### src/rtl/seg_scan_pkg.sv
// -----------------------------------------------------------------------------
// seg_scan_pkg
// Shared constants and types for the 7-segment scan receiver:
//   - common-line phase codes (LO / HI / BLANK)
//   - the 16 gfedcba segment patterns of the hex font
//   - FSM state and accepted-phase classification types
//   - sampled-bus width ({com, seg})
// -----------------------------------------------------------------------------
package seg_scan_pkg;

  // Common-line phase codes, active-high, com[3]=LSD, com[2]=MSD
  localparam logic [3:0] COM_LO    = 4'b1000;
  localparam logic [3:0] COM_HI    = 4'b0100;
  localparam logic [3:0] COM_BLANK = 4'b0000;

  // Hex font, bit order gfedcba (seg[0]=a .. seg[6]=g)
  localparam logic [6:0] SEG_0 = 7'h3F;
  localparam logic [6:0] SEG_1 = 7'h06;
  localparam logic [6:0] SEG_2 = 7'h5B;
  localparam logic [6:0] SEG_3 = 7'h4F;
  localparam logic [6:0] SEG_4 = 7'h66;
  localparam logic [6:0] SEG_5 = 7'h6D;
  localparam logic [6:0] SEG_6 = 7'h7D;
  localparam logic [6:0] SEG_7 = 7'h07;
  localparam logic [6:0] SEG_8 = 7'h7F;
  localparam logic [6:0] SEG_9 = 7'h6F;
  localparam logic [6:0] SEG_A = 7'h77;
  localparam logic [6:0] SEG_B = 7'h7C;
  localparam logic [6:0] SEG_C = 7'h39;
  localparam logic [6:0] SEG_D = 7'h5E;
  localparam logic [6:0] SEG_E = 7'h79;
  localparam logic [6:0] SEG_F = 7'h71;

  // Width of the sampled bus {com[3:0], seg[6:0]}
  localparam int unsigned SMP_W = 11;

  typedef enum logic {
    HUNT    = 1'b0,
    HAVE_LO = 1'b1
  } state_e;

  typedef enum logic [1:0] {
    PH_BLANK   = 2'd0,
    PH_LO      = 2'd1,
    PH_HI      = 2'd2,
    PH_ILLEGAL = 2'd3
  } phase_e;

endpackage

### src/rtl/seg_7_inv.sv
// -----------------------------------------------------------------------------
// seg_7_inv
// Combinational inverse of the hex 7-segment encoder.
// Ports:
//   seg [6:0] in  : segment pattern, gfedcba, active-high
//   hit       out : 1 when seg is one of the 16 font patterns
//   val [3:0] out : decoded hex value (0 when hit=0)
// -----------------------------------------------------------------------------
module seg_7_inv
  import seg_scan_pkg::*;
(
  input  logic [6:0] seg,
  output logic       hit,
  output logic [3:0] val
);

  // Table lookup; anything outside the font is a miss
  always_comb begin
    hit = 1'b1;
    val = 4'h0;
    case (seg)
      SEG_0:   val = 4'h0;
      SEG_1:   val = 4'h1;
      SEG_2:   val = 4'h2;
      SEG_3:   val = 4'h3;
      SEG_4:   val = 4'h4;
      SEG_5:   val = 4'h5;
      SEG_6:   val = 4'h6;
      SEG_7:   val = 4'h7;
      SEG_8:   val = 4'h8;
      SEG_9:   val = 4'h9;
      SEG_A:   val = 4'hA;
      SEG_B:   val = 4'hB;
      SEG_C:   val = 4'hC;
      SEG_D:   val = 4'hD;
      SEG_E:   val = 4'hE;
      SEG_F:   val = 4'hF;
      default: begin
        hit = 1'b0;
        val = 4'h0;
      end
    endcase
  end

endmodule

### src/rtl/seg_scan_rx.sv
// -----------------------------------------------------------------------------
// seg_scan_rx
// Receive-side decoder for a 2-digit multiplexed 7-segment bus. Synchronizes
// {com, seg}, waits for the sample to be stable, classifies each accepted
// phase and pairs an LSD with the following MSD.
// Ports:
//   clock            in  : system clock, rising edge
//   reset            in  : synchronous active-high reset
//   com [3:0]        in  : common lines (com[3]=LSD, com[2]=MSD, com[1:0]=0)
//   seg [6:0]        in  : segments, gfedcba, active-high
//   digit_lo [3:0]   out : last accepted LSD
//   digit_hi [3:0]   out : last accepted MSD
//   pair_valid       out : sticky, a complete pair was captured since reset
//   update           out : 1-cycle pulse, digit_lo/digit_hi loaded together
//   err              out : 1-cycle pulse, illegal com or seg accepted
//   err_count [7:0]  out : saturating count of err pulses
// -----------------------------------------------------------------------------
module seg_scan_rx
  import seg_scan_pkg::*;
#(
  parameter int unsigned STABLE_CYCLES = 4,
  parameter int unsigned CNT_W         = 3
) (
  input  logic       clock,
  input  logic       reset,
  input  logic [3:0] com,
  input  logic [6:0] seg,
  output logic [3:0] digit_lo,
  output logic [3:0] digit_hi,
  output logic       pair_valid,
  output logic       update,
  output logic       err,
  output logic [7:0] err_count
);

  // Counter thresholds: the accept fires on the increment from CNT_PRE to
  // CNT_ACC; the counter saturates at all-ones so it cannot re-fire while the
  // sample stays unchanged.
  localparam logic [CNT_W-1:0] CNT_ACC  = CNT_W'(STABLE_CYCLES - 1);
  localparam logic [CNT_W-1:0] CNT_PRE  = CNT_W'(STABLE_CYCLES - 2);
  localparam logic [CNT_W-1:0] CNT_MAX  = {CNT_W{1'b1}};
  localparam logic [CNT_W-1:0] CNT_ZERO = {CNT_W{1'b0}};
  localparam logic [CNT_W-1:0] CNT_ONE  = CNT_W'(1);

  // Input path and stability tracking
  logic [SMP_W-1:0] sync_q, sync_d;
  logic [SMP_W-1:0] smp_q, smp_d;
  logic [SMP_W-1:0] prev_q, prev_d;
  logic [CNT_W-1:0] cnt_q, cnt_d;
  logic             acc_q, acc_d;
  logic [SMP_W-1:0] acc_smp_q, acc_smp_d;

  // FSM and output state
  state_e     state_q, state_d;
  logic [3:0] lo_tmp_q, lo_tmp_d;
  logic [3:0] digit_lo_q, digit_lo_d;
  logic [3:0] digit_hi_q, digit_hi_d;
  logic       pair_valid_q, pair_valid_d;
  logic       update_q, update_d;
  logic       err_q, err_d;
  logic [7:0] err_count_q, err_count_d;

  // Classification of the accepted sample
  logic [3:0] acc_com_s;
  logic [6:0] acc_seg_s;
  logic       dec_hit_s;
  logic [3:0] dec_val_s;
  phase_e     phase_s;

  assign acc_com_s = acc_smp_q[10:7];
  assign acc_seg_s = acc_smp_q[6:0];

  seg_7_inv u_dec (
    .seg (acc_seg_s),
    .hit (dec_hit_s),
    .val (dec_val_s)
  );

  // Synchronizer chain and stability counter next-state
  always_comb begin
    sync_d    = {com, seg};
    smp_d     = sync_q;
    prev_d    = smp_q;
    acc_smp_d = smp_q;
    acc_d     = 1'b0;
    cnt_d     = cnt_q;
    if (smp_q != prev_q) begin
      cnt_d = CNT_ZERO;
    end else if (cnt_q != CNT_MAX) begin
      cnt_d = cnt_q + CNT_ONE;
      // Registered accept is high in exactly the cycle cnt sits at CNT_ACC
      acc_d = (cnt_q == CNT_PRE) ? 1'b1 : 1'b0;
    end else begin
      cnt_d = cnt_q;
    end
  end

  // Phase classification; a LO/HI sample with an undecodable seg is illegal
  always_comb begin
    phase_s = PH_ILLEGAL;
    case (acc_com_s)
      COM_LO: begin
        if (dec_hit_s) begin
          phase_s = PH_LO;
        end else begin
          phase_s = PH_ILLEGAL;
        end
      end
      COM_HI: begin
        if (dec_hit_s) begin
          phase_s = PH_HI;
        end else begin
          phase_s = PH_ILLEGAL;
        end
      end
      COM_BLANK: phase_s = PH_BLANK;
      default:   phase_s = PH_ILLEGAL;
    endcase
  end

  // Pairing FSM next-state and output register next-values
  always_comb begin
    state_d      = state_q;
    lo_tmp_d     = lo_tmp_q;
    digit_lo_d   = digit_lo_q;
    digit_hi_d   = digit_hi_q;
    pair_valid_d = pair_valid_q;
    update_d     = 1'b0;
    err_d        = 1'b0;
    err_count_d  = err_count_q;
    if (acc_q) begin
      case (phase_s)
        PH_LO: begin
          // Newest LSD always wins, whether or not one was pending
          lo_tmp_d = dec_val_s;
          state_d  = HAVE_LO;
        end
        PH_HI: begin
          if (state_q == HAVE_LO) begin
            digit_lo_d   = lo_tmp_q;
            digit_hi_d   = dec_val_s;
            update_d     = 1'b1;
            pair_valid_d = 1'b1;
            state_d      = HUNT;
          end else begin
            // Orphan MSD: discarded silently
            state_d = HUNT;
          end
        end
        PH_ILLEGAL: begin
          err_d   = 1'b1;
          state_d = HUNT;
          if (err_count_q != 8'hFF) begin
            err_count_d = err_count_q + 8'd1;
          end else begin
            err_count_d = err_count_q;
          end
        end
        PH_BLANK: state_d = state_q;
        default:  state_d = HUNT;
      endcase
    end else begin
      state_d = state_q;
    end
  end

  // State register for the whole block
  always_ff @(posedge clock) begin
    if (reset) begin
      sync_q       <= {SMP_W{1'b0}};
      smp_q        <= {SMP_W{1'b0}};
      prev_q       <= {SMP_W{1'b0}};
      cnt_q        <= CNT_ZERO;
      acc_q        <= 1'b0;
      acc_smp_q    <= {SMP_W{1'b0}};
      state_q      <= HUNT;
      lo_tmp_q     <= 4'h0;
      digit_lo_q   <= 4'h0;
      digit_hi_q   <= 4'h0;
      pair_valid_q <= 1'b0;
      update_q     <= 1'b0;
      err_q        <= 1'b0;
      err_count_q  <= 8'h00;
    end else begin
      sync_q       <= sync_d;
      smp_q        <= smp_d;
      prev_q       <= prev_d;
      cnt_q        <= cnt_d;
      acc_q        <= acc_d;
      acc_smp_q    <= acc_smp_d;
      state_q      <= state_d;
      lo_tmp_q     <= lo_tmp_d;
      digit_lo_q   <= digit_lo_d;
      digit_hi_q   <= digit_hi_d;
      pair_valid_q <= pair_valid_d;
      update_q     <= update_d;
      err_q        <= err_d;
      err_count_q  <= err_count_d;
    end
  end

  assign digit_lo   = digit_lo_q;
  assign digit_hi   = digit_hi_q;
  assign pair_valid = pair_valid_q;
  assign update     = update_q;
  assign err        = err_q;
  assign err_count  = err_count_q;

endmodule

### config.mk
export PLATFORM = sky130hd
export DESIGN_NAME = seg_scan_rx
export DESIGN_NICKNAME = d
export VERILOG_FILES = /design/src/rtl/seg_scan_pkg.sv /design/src/rtl/seg_7_inv.sv /design/src/rtl/seg_scan_rx.sv
export SDC_FILE = /design/constraint.sdc
export NUM_CORES = 1
export LEC_CHECK = 0
export CORE_MARGIN = 2
export CORE_UTILIZATION = 60
export CTS_BUF_LIST = sky130_fd_sc_hd__clkbuf_8
export DETAILED_ROUTE_END_ITERATION = 12
export PLACE_DENSITY = 0.83
export SYNTH_ARGS = -nofsm -noshare
export SYNTH_HDL_FRONTEND = slang
export SYNTH_SLANG_ARGS = --single-unit
### constraint.sdc
create_clock -name clock -period 5.7 [get_ports clock]
set_input_delay 1.14 -clock clock [delete_from_list [all_inputs] [get_ports clock]]
set_output_delay 1.14 -clock clock [all_outputs]
set_load 0.1 [all_outputs]
# [Word-level counts from Yosys, hierarchy flattened]
# Index checks and enable logic that the tools add are counted.
[op_classes] addsub=2 n_mul=0 eq_ne=25 order_cmp=0 n_mux=9 bitwise=4 n_shift=0 reduce_logical=12 n_div=0
[ops] op="$eq A7 B7 Y1 const B" n=12
[ops] op="$pmux W4 S15" n=1
[ops] op="$reduce_or A16 Y1" n=1
[ops] op="$eq A7 B3 Y1 const B" n=2
[ops] op="$eq A7 B6 Y1 const B" n=2
[ops] op="$ne A11 B11 Y1" n=1
[ops] op="$add A8 B1 Y8 const B" n=1
[ops] op="$ne A8 B8 Y1 const B" n=1
[ops] op="$pmux W2 S3" n=1
[ops] op="$reduce_and A3 Y1" n=2
[ops] op="$reduce_or A2 Y1" n=3
[ops] op="$reduce_or A3 Y1" n=2
[ops] op="$mux W1" n=5
[ops] op="$eq A2 B2 Y1 const B" n=2
[ops] op="$eq A4 B3 Y1 const B" n=1
[ops] op="$eq A4 B4 Y1 const B" n=1
[ops] op="$logic_not A4 Y1" n=1
[ops] op="$not A1 Y1" n=4
[ops] op="$reduce_and A2 Y1" n=2
[ops] op="$add A3 B1 Y3 const B" n=1
[ops] op="$eq A3 B2 Y1 const B" n=1
[ops] op="$ne A3 B3 Y1 const B" n=1
[ops] op="$eq A2 B1 Y1 const B" n=1
[ops] op="$logic_not A2 Y1" n=1
[ops] op="2 further kinds" n=2
[word_totals] n_memories=0 elab_cells=65 ramBits=0 register_bits=61 inputBits=13 latchBits=0 rom_bits=0 out_inout_bits=19

# [Longest topological paths before layout]
# Gate-level depths: netlist (run 1).
[logic_depth] depth_word=8 ltp_mapped=8 mapped_depth_nobuf=7

# [By module]
# A second synthesis (run 1) with hierarchy kept.
[hier_totals] hier_cells=264 hier_area_um2=2607.5
[by_module_without_submodules] module="seg_scan_rx" area_each_um2=2219.6 n_inst=1 seq_area_each_um2=1221.2 cells_each=205
[by_module_without_submodules] module="seg_7_inv" area_each_um2=387.9 n_inst=1 seq_area_each_um2=0.0 cells_each=59

# [Worst setup path before layout (run 1)]
# Ideal clock, no wire load.
[synth_path] path_kind="register to register" from="register err_count_q[0] (netlist: err_count[0])" to="register err_count_q[4] (netlist: err_count[4])" setup_time_ns=0.115 synth_period_minus_slack_ns=2.467 required_time_ns=5.585 path_slack_ns=3.233 t_arrival_ns=2.352 path_stages_with_launch=9 path_buffers=1 cell_sequence="dfxtp_1 ha_1 nand3_1 o21ai_0 nor2_1 a41oi_2 buf_6 nor3_1 o21ba_1"
[synth_between] elab_chain_cells=2 word_cells_on_any_way=3 classes_between="add/sub: 1; eq/ne: 1; reduce/logical: 1"
[synth_lines] item="start, declared" line="seg_scan_rx.sv:61" rtl="logic [7:0] err_count_q, err_count_d;"
[synth_lines] item="start signal, assigned" line="seg_scan_rx.sv:198" rtl="err_count_q <= err_count_d;"
[synth_lines] item="branches (longest 2 deep; another with $add A8 B1 Y8)"
# Several ways; the timed one is not identified.
# A chain may end at the register's enable or synchronous reset.

# [Final worst setup path (run 1)]
[layout_path] from="register err_count_q[4] (netlist: err_count[4])" to="output port err_count[4]"
[layout_rtl] item="end, declared" line="seg_scan_rx.sv:33" rtl="output logic [7:0] err_count"
# No word-level cell between the ends.

==> results of run 1 <==
## kinds of logic after synthesis
group,synth area share
flip-flops,0.468
multiplexers,0.0541
buffers and inverters,0.0379
AND/OR/NAND/NOR,0.253
AO/OA/AOI/OAI,0.125
XOR/XNOR,0.0436
adder cells (fa/ha/maj),0.0192
## per-stage QoR
step                      setup slack (ps)  hold slack (ps)
after detailed placement              2920              420
after global routing                  2570              456
after floorplan                       3230              414
final                                 2630              434
after global placement                2980              418
after CTS                             2610              436
## sequential cells by signal (all words and copies together) (netlist names)
signal,cells
err,1
state_q,1
err_count,8
acc_smp_q,11
acc_q,1
digit_hi,4
smp_d,11
update,1
acc_smp_d,11
lo_tmp_q,4
digit_lo,4
pair_valid,1
cnt_q,3
## routing by layer
| metal | GRT usage | vias up | routed length [um] |
|---|---|---|---|
| met5 | 0 | - | 0 |
| met4 | 0.0833 | 0 | 65 |
| met3 | 0.0476 | 7 | 174 |
| met2 | 0.326 | 39 | 2200 |
| met1 | 0.244 | 871 | 2090 |
| li1 | - | 954 | - |
## worst paths after layout
kind	to	slack (ps)
worst max-delay path	err_count[4]	2630
worst min-delay path	acc_smp_d[7]	430
worst max register to register	digit_lo[0]	2910
worst min register to register	acc_smp_d[7]	430
## report_power, final
part           internal (mW)  switching, mW  leakage (nW)
sequential             0.436        0.00900         0.497
clock                  0.253          0.154         0.110
combinational         0.0205         0.0152         0.564
## cells in the mapped netlist (2+ instances only)
| cell type | count |
|---|---|
| buf_2 | 4 |
| or3_1 | 4 |
| buf_4 | 2 |
| dfxtp_1 | 61 |
| mux2i_1 | 13 |
| a21oi_1 | 9 |
| nor2b_1 | 36 |
| o21ai_0 | 2 |
| clkbuf_1 | 7 |
| nand4_1 | 3 |
| buf_6 | 3 |
| a211oi_1 | 2 |
| o22ai_1 | 2 |
| nor4_1 | 3 |
| nor2_1 | 20 |
| nand3_1 | 10 |
| nand2b_1 | 10 |
| o21ai_1 | 4 |
| nor3b_1 | 2 |
| nand4bb_1 | 3 |
| ha_1 | 4 |
| nor3_1 | 3 |
| nand3b_1 | 2 |
| a41oi_2 | 2 |
| xor2_1 | 13 |
| nand2_1 | 5 |
## cell type report
| type | count | area, sq um | area share |
|---|---|---|---|
| timing repair buffer | 31 | 305 | 0.0985 |
| clock buffer | 10 | 138 | 0.0444 |
| inverter | 1 | 3.75 | 0.00121 |
| clock inverter | 5 | 76.3 | 0.0246 |
| tap | 50 | 62.6 | 0.0202 |
| multi-input combinational | 181 | 1290 | 0.417 |
| sequential | 61 | 1220 | 0.394 |
==> impl_metrics.env, run 1 <==
export IMPL_status="finished, final reports clean"
export IMPL_dpl_cell_area_sq_um=2880
export IMPL_synth_area_sq_um=2610
export IMPL_hpwl_um=2790
export IMPL_routed_wirelength_um=4530
export IMPL_fin_nets=302
export IMPL_cts_root_buf="clkbuf_8"
export IMPL_maxSlewHeadroom=0.330
export IMPL_maxCapViolCount=0
export IMPL_numCtsBuffers=9
export IMPL_ant_nets=0
export IMPL_stdcell_area_sq_um=3100
export IMPL_p_leak_nw=1.17
export IMPL_cp_end_kind="output port"
export IMPL_clock_sinks=61
export IMPL_fin_tns_setup_ps=0
export IMPL_core_area_sq_um=4090
export IMPL_cts_buffer_depth=2
export IMPL_period_needed_ps=3070
export IMPL_start_util=0.639
export IMPL_path_buf_inv=1
export IMPL_gp_congestion=0.783
export IMPL_startpoint="err_count[4]"
export IMPL_dieHeight_um=70.0
export IMPL_final_cell_count_no_fill=339
export IMPL_ys_seq_area_frac=0.468
export IMPL_synth_top_area_share=0.468
export IMPL_wl_per_cell_um=13.4
export IMPL_worstHoldPathType="reg -> reg"
export IMPL_final_cell_mix="61 x dfxtp_1, 36 x nor2b_1, 30 x clkdlybuf4s50_1"
export IMPL_yosys_warnings=0
export IMPL_grt_pass1_vias=1691
export IMPL_ctsHoldBuffers=0
export IMPL_grt_max_degree=64
export IMPL_power_density_nw_per_um2=287
export IMPL_path_max_fanout=6
export IMPL_drtIter0Drc=163
export IMPL_antenna_cells=0
export IMPL_port_buffers=31
export IMPL_cts_setup_buffers=0
export IMPL_antenna_found_initial=0
export IMPL_cts_repair_resized=0
export IMPL_num_vias=1871
export IMPL_max_vdd_ir_drop_mv=0.246
export IMPL_synth_cells=259
export IMPL_syn_num_nets=276
export IMPL_grt_setup_unrepaired="false"
export IMPL_worstHoldStart="smp_d[7]"
export IMPL_setup_viol=0
export IMPL_drv_slew=0
export IMPL_via_per_inst=5.52
export IMPL_ys_top_cells_by_area="dfxtp_1 47%, nor2b_1 8.6%, mux2i_1 5.0%"
export IMPL_async_flop_share=0
export IMPL_dp_cells=324
export IMPL_drive_above_1_share=0.0865
export IMPL_yosys_area_top_type="dfxtp_1"
export IMPL_cts_tree="built"
export IMPL_critical_path_required_ps=4560
export IMPL_cp_start_kind="register"
export IMPL_grt_pass1_wl_um=7670
export IMPL_hold_viol_final=0
export IMPL_synth_seq_cells=61
export IMPL_final_core_util=0.758
export IMPL_timing_final_crit_share=0.538
export IMPL_cp_num_cells=1
export IMPL_die_w_um=70.0
export IMPL_final_common_cell="dfxtp_1"
export IMPL_grt_ovfl_total=0
export IMPL_worstReg2RegStart="acc_smp_q[1]"
export IMPL_area_growth_pct=18.6
export IMPL_track_usage=0.197
export IMPL_worstSetupPathType="reg -> out"
export IMPL_die_area_sq_um=4900
export IMPL_clock_skew_ps=7.61
export IMPL_fmax_ghz=0.326
export IMPL_r2r_worst_path_cells=6
export IMPL_power_mw=0.888
export IMPL_fill_cells=273
export IMPL_slowest_delay_ps=1170
export IMPL_ys_types=56
export IMPL_path_delay_family="buffers and inverters"
export IMPL_synth_enable_flop_cells=0
export IMPL_synth_ff_type="dfxtp_1"
export IMPL_path_cells="clkdlybuf4s50_1"
export IMPL_clkLatencyLatePin_ps=320
export IMPL_rows=23
export IMPL_cts_clk_slew_worst_paths_ps=60
export IMPL_pin_count=32
export IMPL_htree_levels=3
export IMPL_slowest_stage="clkdlybuf4s50_1"
export IMPL_hold_depth=1
export IMPL_avgSynthCellArea_sq_um=10.1
export IMPL_crit_arrival_ps=1930
export IMPL_dr_pass1_iters=4
export IMPL_drc=0
export IMPL_worst_pin_slew_ps=1000
No activity file was read; power rests on OpenSTA's default activity.
==> inputs of run 2 (changes only) <==
--- a/config.mk
+++ b/config.mk
@@ -6,10 +6,10 @@
 export NUM_CORES = 1
 export LEC_CHECK = 0
 export CORE_MARGIN = 2
-export CORE_UTILIZATION = 60
+export CORE_UTILIZATION = 52
 export CTS_BUF_LIST = sky130_fd_sc_hd__clkbuf_8
 export DETAILED_ROUTE_END_ITERATION = 12
-export PLACE_DENSITY = 0.83
+export PLACE_DENSITY = 0.76
 export SYNTH_ARGS = -nofsm -noshare
 export SYNTH_HDL_FRONTEND = slang
 export SYNTH_SLANG_ARGS = --single-unit
==> constraint.sdc (replaced) <==
create_clock -name clock -period 2.8 [get_ports clock]
set_input_delay 0.56 -clock clock [delete_from_list [all_inputs] [get_ports clock]]
set_output_delay 0.56 -clock clock [all_outputs]
set_load 0.1 [all_outputs]
==> run 2 against run 1 <==
Compared with the run above:
- count of clock-buffer cells in the layout is 1 higher
- setup slack worse by 2400 ps
- critical endpoint is now err_count[5]
- via count is 1.5% higher
- clock skew is 1.0 ps lower
- worst hold slack better by 0.59 ps
- global-route usage is 1.6 points lower
- clock power is 95% higher
- die area is 14% higher
- non-clock buffer count is 5 higher
- largest power group unchanged
- power is 100% higher
- sequential cell count stayed put
- wire length is 0.91% lower
==> impl_metrics.env, run 2 (synthesized netlist as in run 1, its figures left out) <==
export IMPL_area_growth_pct=18.9
export IMPL_p_switching_mw=0.383
export IMPL_timing_final_crit_share=0.911
export IMPL_p_leak_nw=1.23
export IMPL_max_vdd_ir_drop_mv=0.499
export IMPL_core_area_sq_um=4790
export IMPL_antenna_cells=0
export IMPL_final_common_cell="dfxtp_1"
export IMPL_cts_repair_resized=0
export IMPL_rows=25
export IMPL_pwr_share_clk=0.446
export IMPL_use_met1=0.204
export IMPL_cts_root_buf="clkbuf_8"
export IMPL_port_buffers=31
export IMPL_power_internal_mw=1.39
export IMPL_track_usage=0.181
export IMPL_worstSetupPathType="reg -> reg"
export IMPL_pin_count=32
export IMPL_grt_pass1_wl_um=7570
export IMPL_met3_usage=0.0696
export IMPL_dpl_cell_area_sq_um=2900
export IMPL_grt_pass1_vias=1778
export IMPL_clkLatencyLatePin_ps=330
export IMPL_power_mw=1.77
export IMPL_start_util=0.546
export IMPL_crit_arrival_ps=2820
export IMPL_path_buf_inv=0
export IMPL_combPwrFrac=0.045
export IMPL_cts_clk_slew_worst_paths_ps=70
export IMPL_grt_max_degree=34
export IMPL_fin_nets=307
export IMPL_drv_slew=0
export IMPL_grt_setup_unrepaired="false"
export IMPL_htree_levels=3
export IMPL_seq_power_share=0.509
export IMPL_hold_ws_ps=435
export IMPL_maxCapViolCount=0
export IMPL_grt_ovfl_total=0
export IMPL_ctsHoldBuffers=0
export IMPL_cts_tree="built"
export IMPL_power_density_nw_per_um2=571
export IMPL_dr_pass1_iters=4
export IMPL_numCtsBuffers=9
export IMPL_critical_path_required_ps=3070
export IMPL_clock_skew_ps=6.61
export IMPL_hold_viol_final=0
export IMPL_gp_congestion=0.913
export IMPL_drtIter0Drc=79
export IMPL_grt_busiest_layer="met2"
export IMPL_worstHoldPathType="reg -> reg"
export IMPL_final_cell_mix="61 x dfxtp_1, 36 x nor2b_1, 24 x buf_4"
export IMPL_sw_frac_of_total=0.216
export IMPL_dp_cells=346
export IMPL_period_needed_ps=2550
export IMPL_drc=0
export IMPL_final_cell_count_no_fill=362
export IMPL_dieHeight_um=74.9
export IMPL_cp_end_kind="register"
export IMPL_slowest_stage="dfxtp_1"
export IMPL_worst_pin_slew_ps=601
export IMPL_antenna_found_initial=0
export IMPL_routed_wirelength_um=4490
export IMPL_hpwl_um=3040
export IMPL_fmax_ghz=0.392
export IMPL_path_cells="nand4bb_2, o22ai_1, a311oi_4, a41oi_2, or4_1, a21oi_1"
export IMPL_drive_above_1_share=0.173
export IMPL_cts_buffer_depth=2
export IMPL_cts_setup_buffers=0
export IMPL_use_met2=0.290
export IMPL_num_vias=1900
export IMPL_path_max_fanout=13
export IMPL_status="finished, final reports clean"
export IMPL_stdcell_area_sq_um=3110
export IMPL_ant_nets=0
export IMPL_cp_start_kind="register"
export IMPL_path_delay_family="compound AO/OA/AOI/OAI gates"
export IMPL_wl_per_cell_um=12.4
export IMPL_setup_viol=0
export IMPL_die_area_sq_um=5600
export IMPL_slowest_delay_ps=570
export IMPL_die_w_um=74.9
export IMPL_clock_sinks=61
export IMPL_via_per_inst=5.25
export IMPL_maxSlewHeadroom=0.599
export IMPL_fin_tns_setup_ps=0
==> run 2: power groups by stage <==
stage | combinational, mW | clock [mW] | sequential, mW
global placement | 0.0783 | 0 | 0.921
CTS | 0.0800 | 0.820 | 0.903
global route | 0.0886 | 0.857 | 0.905
detailed placement | 0.0794 | 0 | 0.922
finish | 0.0789 | 0.792 | 0.903
floorplan | 0.0604 | 0 | 0.915
==> run 2: final cells by class <==
| cell class | instances | area (sq um) |
|---|---|---|
| Tap cell | 67 | 83.8 |
| Sequential cell | 61 | 1220 |
| Clock inverter | 5 | 58.8 |
| Clock buffer | 11 | 151 |
| Timing Repair Buffer | 36 | 295 |
| Inverter | 1 | 3.75 |
| Multi-Input combinational cell | 181 | 1290 |
| Fill cell | 401 | 1680 |
==> run 2: layer usage <==
metal	wire length (um)	share of wire
met5	0	0
met4	128	0.029
met3	231	0.051
met2	2100	0.47
met1	2030	0.45
==> run 2: metrics by stage <==
step	utilization	setup slack, ps
final	0.649	248
after global routing	0.649	25.6
after floorplan	-	333
after detailed placement	0.605	283
after CTS	0.649	270
after global placement	0.605	370
==> run 2: path summary, 6_finish.rpt <==
check                                   from           end  slack (ps)  cells past startpoint
worst max register to register  acc_smp_q[5]  err_count[5]         250                      6
worst min-delay path                smp_d[6]  acc_smp_d[6]         430                      1
worst max-delay path            acc_smp_q[5]  err_count[5]         250                      6
worst min register to register      smp_d[6]  acc_smp_d[6]         430                      1
